<file path="config.mk">
export PLATFORM = sky130hd
export DESIGN_NAME = conv_window_fetch
export DESIGN_NICKNAME = d
export VERILOG_FILES = /design/src/rtl/conv_window_fetch.sv
export SDC_FILE = /design/constraint.sdc
export NUM_CORES = 1
export LEC_CHECK = 0
export CORE_MARGIN = 2
export CORE_UTILIZATION = 40
export CTS_CLUSTER_DIAMETER = 30
export DETAILED_ROUTE_END_ITERATION = 8
export PLACE_DENSITY = 0.67
export SLEW_MARGIN = 5
export SYNTH_ARGS = -nofsm -noshare
export SYNTH_HDL_FRONTEND = slang
export SYNTH_SLANG_ARGS = --single-unit
</file>
<file path="constraint.sdc">
create_clock -name clk -period 3.3 [get_ports clk]
set_input_delay 0.33 -clock clk [delete_from_list [all_inputs] [get_ports clk]]
set_output_delay 0.33 -clock clk [all_outputs]
set_load 0.02 [all_outputs]
</file>
<file path="src/rtl/conv_window_fetch.sv">
// 3x3 window fetch: takes a top-left position, reads the nine neighbourhood pixels
// row-major from a synchronous RAM and presents them as one tagged window.
module conv_window_fetch #(
    parameter int DATA_W = 8,
    parameter int IMG_W  = 28,
    parameter int IMG_H  = 28,
    parameter int IDX_W  = 10,
    parameter int ADDR_W = 10
) (
    input  logic                  clk,
    input  logic                  rst,
    input  logic                  pos_valid,
    output logic                  pos_ready,
    input  logic [IDX_W-1:0]      pos_i,
    input  logic [IDX_W-1:0]      pos_j,
    output logic                  mem_en,
    output logic [ADDR_W-1:0]     mem_addr,
    input  logic [DATA_W-1:0]     mem_rdata,
    output logic                  win_valid,
    input  logic                  win_ready,
    output logic [9*DATA_W-1:0]   win_data,
    output logic [IDX_W-1:0]      win_i,
    output logic [IDX_W-1:0]      win_j,
    output logic                  err_range
);

    typedef enum logic [1:0] {IDLE, FETCH, DRAIN, HOLD} state_t;

    localparam logic [IDX_W-1:0]  I_MAX      = IDX_W'(IMG_H - 3);
    localparam logic [IDX_W-1:0]  J_MAX      = IDX_W'(IMG_W - 3);
    localparam logic [ADDR_W-1:0] ROW_STEP   = ADDR_W'(IMG_W);
    localparam logic [31:0]       IMG_W_BITS = 32'(IMG_W);

    state_t              state, state_nxt;
    logic [3:0]          k;
    logic [1:0]          col;
    logic [ADDR_W-1:0]   row_base;
    logic                vld_p1;
    logic [3:0]          tap_p1;
    logic                in_range;
    logic                accept;

    // Starting row base i*IMG_W built as a sum of shifted copies of i.
    function automatic logic [ADDR_W-1:0] row_offset(input logic [IDX_W-1:0] i);
        logic [ADDR_W+IDX_W-1:0] ie;
        logic [ADDR_W-1:0]       acc;
        ie  = (ADDR_W+IDX_W)'(i);
        acc = '0;
        for (int b = 0; b < 32; b++) begin
            if (IMG_W_BITS[b]) begin
                acc = acc + ADDR_W'(ie << b);
            end
        end
        return acc;
    endfunction

    assign in_range = (pos_i <= I_MAX) && (pos_j <= J_MAX);
    assign accept   = (state == IDLE) && pos_valid;

    always_ff @(posedge clk or posedge rst) begin
        if (rst) begin
            state <= IDLE;
        end else begin
            state <= state_nxt;
        end
    end

    always_comb begin
        state_nxt = state;
        pos_ready = 1'b0;
        mem_en    = 1'b0;
        win_valid = 1'b0;
        case (state)
            IDLE: begin
                pos_ready = 1'b1;
                if (pos_valid && in_range) begin
                    state_nxt = FETCH;
                end
            end
            FETCH: begin
                mem_en = 1'b1;
                if (k == 4'd8) begin
                    state_nxt = DRAIN;
                end
            end
            DRAIN: begin
                state_nxt = HOLD;
            end
            HOLD: begin
                win_valid = 1'b1;
                if (win_ready) begin
                    state_nxt = IDLE;
                end
            end
            default: begin
                state_nxt = IDLE;
            end
        endcase
        mem_addr = mem_en ? (row_base + ADDR_W'(win_j) + ADDR_W'(col)) : '0;
    end

    // Stage p0: address walk; stage p1: RAM return lands in its tap slot.
    always_ff @(posedge clk or posedge rst) begin
        if (rst) begin
            k         <= '0;
            col       <= '0;
            row_base  <= '0;
            win_i     <= '0;
            win_j     <= '0;
            err_range <= 1'b0;
            vld_p1    <= 1'b0;
            tap_p1    <= '0;
            win_data  <= '0;
        end else begin
            err_range <= accept && !in_range;
            vld_p1    <= mem_en;
            tap_p1    <= k;
            if (accept && in_range) begin
                win_i    <= pos_i;
                win_j    <= pos_j;
                row_base <= row_offset(pos_i);
                k        <= '0;
                col      <= '0;
            end else if (mem_en) begin
                k <= k + 4'd1;
                if (col == 2'd2) begin
                    col      <= '0;
                    row_base <= row_base + ROW_STEP;
                end else begin
                    col <= col + 2'd1;
                end
            end
            for (int t = 0; t < 9; t++) begin
                if (vld_p1 && (tap_p1 == 4'(t))) begin
                    win_data[t*DATA_W +: DATA_W] <= mem_rdata;
                end
            end
        end
    end

endmodule

</file>
==> results.md <==
- Status: finished, final reports clean
- CP Capture Type: flop
- Top post-synthesis cells by area: dfrtp_1, mux2_2, ha_1
- Netlist cell types: 50
- Synthesized instance count: about 430
- Power Density: around 920 mW/mm^2
- Dpl cell area: 0.00725 mm^2
- Vias per Instance: 5.00
- Worst path bufs/invs: 3
- Crit path to: row_base[9]
- Synth top area share: roughly half
- Largest family of logic cells by synthesized area: multiplexers
- Crit path DAT: ~3.4 ns
- Syn Nets: 508
- Synth async-reset ratio: 100%
- Adder-Cell Fraction of Synth Area: 10.3%
- Max stage delay on crit path: 0.52 ns
- CP top delay family: adder cells
- First-iteration detailed-routing DRC count: between 100 and 150
- Complex-gate fraction of the synthesized area: 4.64%
- TritonCTS Buffers: 17
- Nets: ~670
- Global-route wire length before repair: 21.5 mm
- Post-Syn Area: 0.00556 mm^2
- Die area: around 0.015 mm^2
- Total chip power: 7.25 mW
- Simple-gate share of the synthesized area: 7.84%
- Max-cap check violation count: 0
- Setup WS pre-CTS: -0.187 ns
- RR Endpoint: row_base[9]
- Chip Width: 122 um
- Syn_area_per_cell: 12.9 um^2
- Antenna cells: 0
- DRC violations left: 0
- Synth top cells by count: dfrtp_1, mux2_2, ha_1, inv_1, nor2_1
- Static leakage: 3.60 nW
- CTS tree: done
- Seq/Total Area, Yosys: 51.4%
- Total wire length: between 10 and 15 mm
- Largest area contributor in the netlist: dfrtp_1
- Post-route cell area: 0.00788 mm^2
- I/O pin count: ~140
- Largest net degree at the start of global routing: 36
- Number of setup buffers added after CTS: 0
- Slew Limit Fails: 0
- Placer Congestion: 0.834
- Hold buffers post-CTS: 0
- Max clock buf depth: 2
- Die Height: 122 um
- VDD IR max: 0.351 mV
- DR pass1 iterations: 4
- Clk sinks: approximately 110
- Fin crit share: roughly 93%
- Via count: 3943
- Synth Area in XOR/XNOR: under 10%
- Relative slew slack: between 50% and 60%
- Core ar.: 0.0137 mm^2
- Worst reg-to-reg path cell count: 8
- Worst clock skew: 0.00762 ns
- Post-synth EDFFs: 0
- Unrepaired setup endpoints after global routing: no
- Endpoints failing hold: 0
- Number of global-route vias before repair: 4225
- Setup WS post-layout: around 0.22 ns
- Crit path max-delay cell type: clkdlybuf4s50_1
- FMAX: between 300 and 400 MHz
- Floorplan row count: 43
- Ys flop type: dfrtp_1
- Tmin final: ~3 ns
- Stages on worst setup path: 13
- Critical Path RT: roughly 3.6 ns
- Initial antenna violation count: 0
- Crit path launch type: input pin
- Clk_lat worst skew: between 0.4 and 0.5 ns
- Reg2Reg Setup Slack: 1.16 ns
- WL/cell: 16.5 um
- GR Overflow Total: 0
- Port Buffers: roughly 140
- Worst Max-Slew Pin Slew: 0.724 ns
- DP HPWL: around 9.7 mm
- Setup violations, final: 0
- Initial Util: 40.5%
- Clk slew on worst S/H paths: 0.05 ns
- Root Driver: clkbuf_16
- Proportion of synthesized area in mux cells: roughly a fifth
- CP cell instances: clkdlybuf4s50_1 -> ha_1 -> inv_1 -> fa_1 -> buf_4 -> xor2_1 -> ha_1 -> a21o_1 -> a21oi_1 -> o21bai_1 -> a21oi_1 -> xnor3_1 -> mux2_2
- Setup crit start: pos_i[1]
- CTS H-tree lvls: 4
- Critical path peak fanout: 4
- Worst r2r src: state[1]
- Top-count cell post-synth: dfrtp_1
- HP Class: input pin to async pin
- Yosys warns: 0
- Share of cells above drive strength 1: between 20% and 30%
- Kind of critical path: input pin to flop
- Synthesis-to-layout area growth: 41.9%
- Yosys reg bits: 114
- Worst hold slack: 0.393 ns
- Total GRT Usage: 19.0%
- DRT antenna net count: 0
-- worst register-to-register path, stage by stage, from the launching register on --
cell,delay (ns)
dfrtp_1,0.43
inv_1,0.10
ha_1,0.16
buf_4,0.18
nand3b_1,0.23
a31oi_1,0.38
nand3_1,0.14
xnor2_1,0.15
mux2_2,0.25
-- cells by family after synthesis --
| group | count (synthesis) |
|---|---|
| AO/OA/AOI/OAI | 39 |
| XOR/XNOR | 24 |
| adder cells (fa/ha/maj) | 44 |
| buffers and inverters | 37 |
| flip-flops | 114 |
| multiplexers | 94 |
| AND/OR/NAND/NOR | 80 |
-- area by class of cell --
type / instances / area [um^2]
tap: 180 / 225
fill: 1155 / 5840
clock buffer: 19 / 443
timing repair buffer: 154 / 1520
multi-input combinational: 281 / 2550
sequential: 114 / 2850
clock inverter: 13 / 184
inverter: 28 / 109
-- where the power goes --
group	total, mW	switching [mW]	internal [mW]	leakage [nW]
Clock	1.93	0.647	1.28	0.288
Combinational	3.00	1.45	1.54	1.89
Sequential	2.33	0.366	1.96	1.42
-- what timing repair did --
action                                  CTS  global route
resized for setup                        10             8
endpoints found under the setup margin    4             4
endpoints found under the hold margin     0             0
pin swaps                                 1             2
-- cells in the final DEF (no fill, tap or decap), drive strengths merged, types with 2 or more instances in the layout --
cell type	netlist	final
xor2	10	10
o21ai	8	8
mux2	89	89
nor3b	4	4
mux2i	5	5
clkbuf	4	19
nand3	3	3
clkinvlp	0	7
inv	28	28
nor3	8	8
buf	5	19
or3	3	3
clkdlybuf4s50	0	132
o21a	4	4
ha	41	41
a21o	3	3
bufinv	0	4
a21oi	12	12
nand3b	4	4
fa	3	3
nand2	11	11
nor2b	11	11
dfrtp	114	114
xnor2	13	13
nand2b	2	2
and2	2	2
nor2	25	25
dlymetal6s2s	0	2
o211a	2	2
clkinv	0	2
-- layer usage --
| layer | wire (um) | track usage [%] | vias to the layer above |
|---|---|---|---|
| li1 | - | - | 1837 |
| met1 | 5530 | 23.0 | 1959 |
| met2 | 6430 | 32.3 | 126 |
| met3 | 812 | 5.20 | 21 |
| met4 | 254 | 7.47 | 0 |
| met5 | 0 | 0 | - |
-- sequential cells by signal, indices dropped and copies added, names as in the netlist --
signal     count
col            2
err_range      1
k              4
row_base       8
state          2
tap_p1         4
vld_p1         1
win_data      72
win_i         10
win_j         10
-- metrics by stage --
step | TNS (ns) | instances | util (%)
after floorplan | 0 | 432 | -
after CTS | 0 | 789 | 57.4
after global routing | 0 | 789 | 57.5
after detailed placement | -0.187 | 757 | 52.9
final | 0 | 789 | 57.5
after global placement | -0.0402 | 757 | 52.9
-- worst min-delay path by stage --
stage	endpoint	slack, ns	depth (start not counted)
after floorplan	tap_p1[3]	0.38	0
after global placement	tap_p1[3]	0.40	0
after detailed placement	tap_p1[3]	0.40	0
after CTS	win_data[8]	0.40	2
after global routing	tap_p1[3]	0.43	0
final	win_data[11]	0.39	2
(Power assumes the default switching activity.)
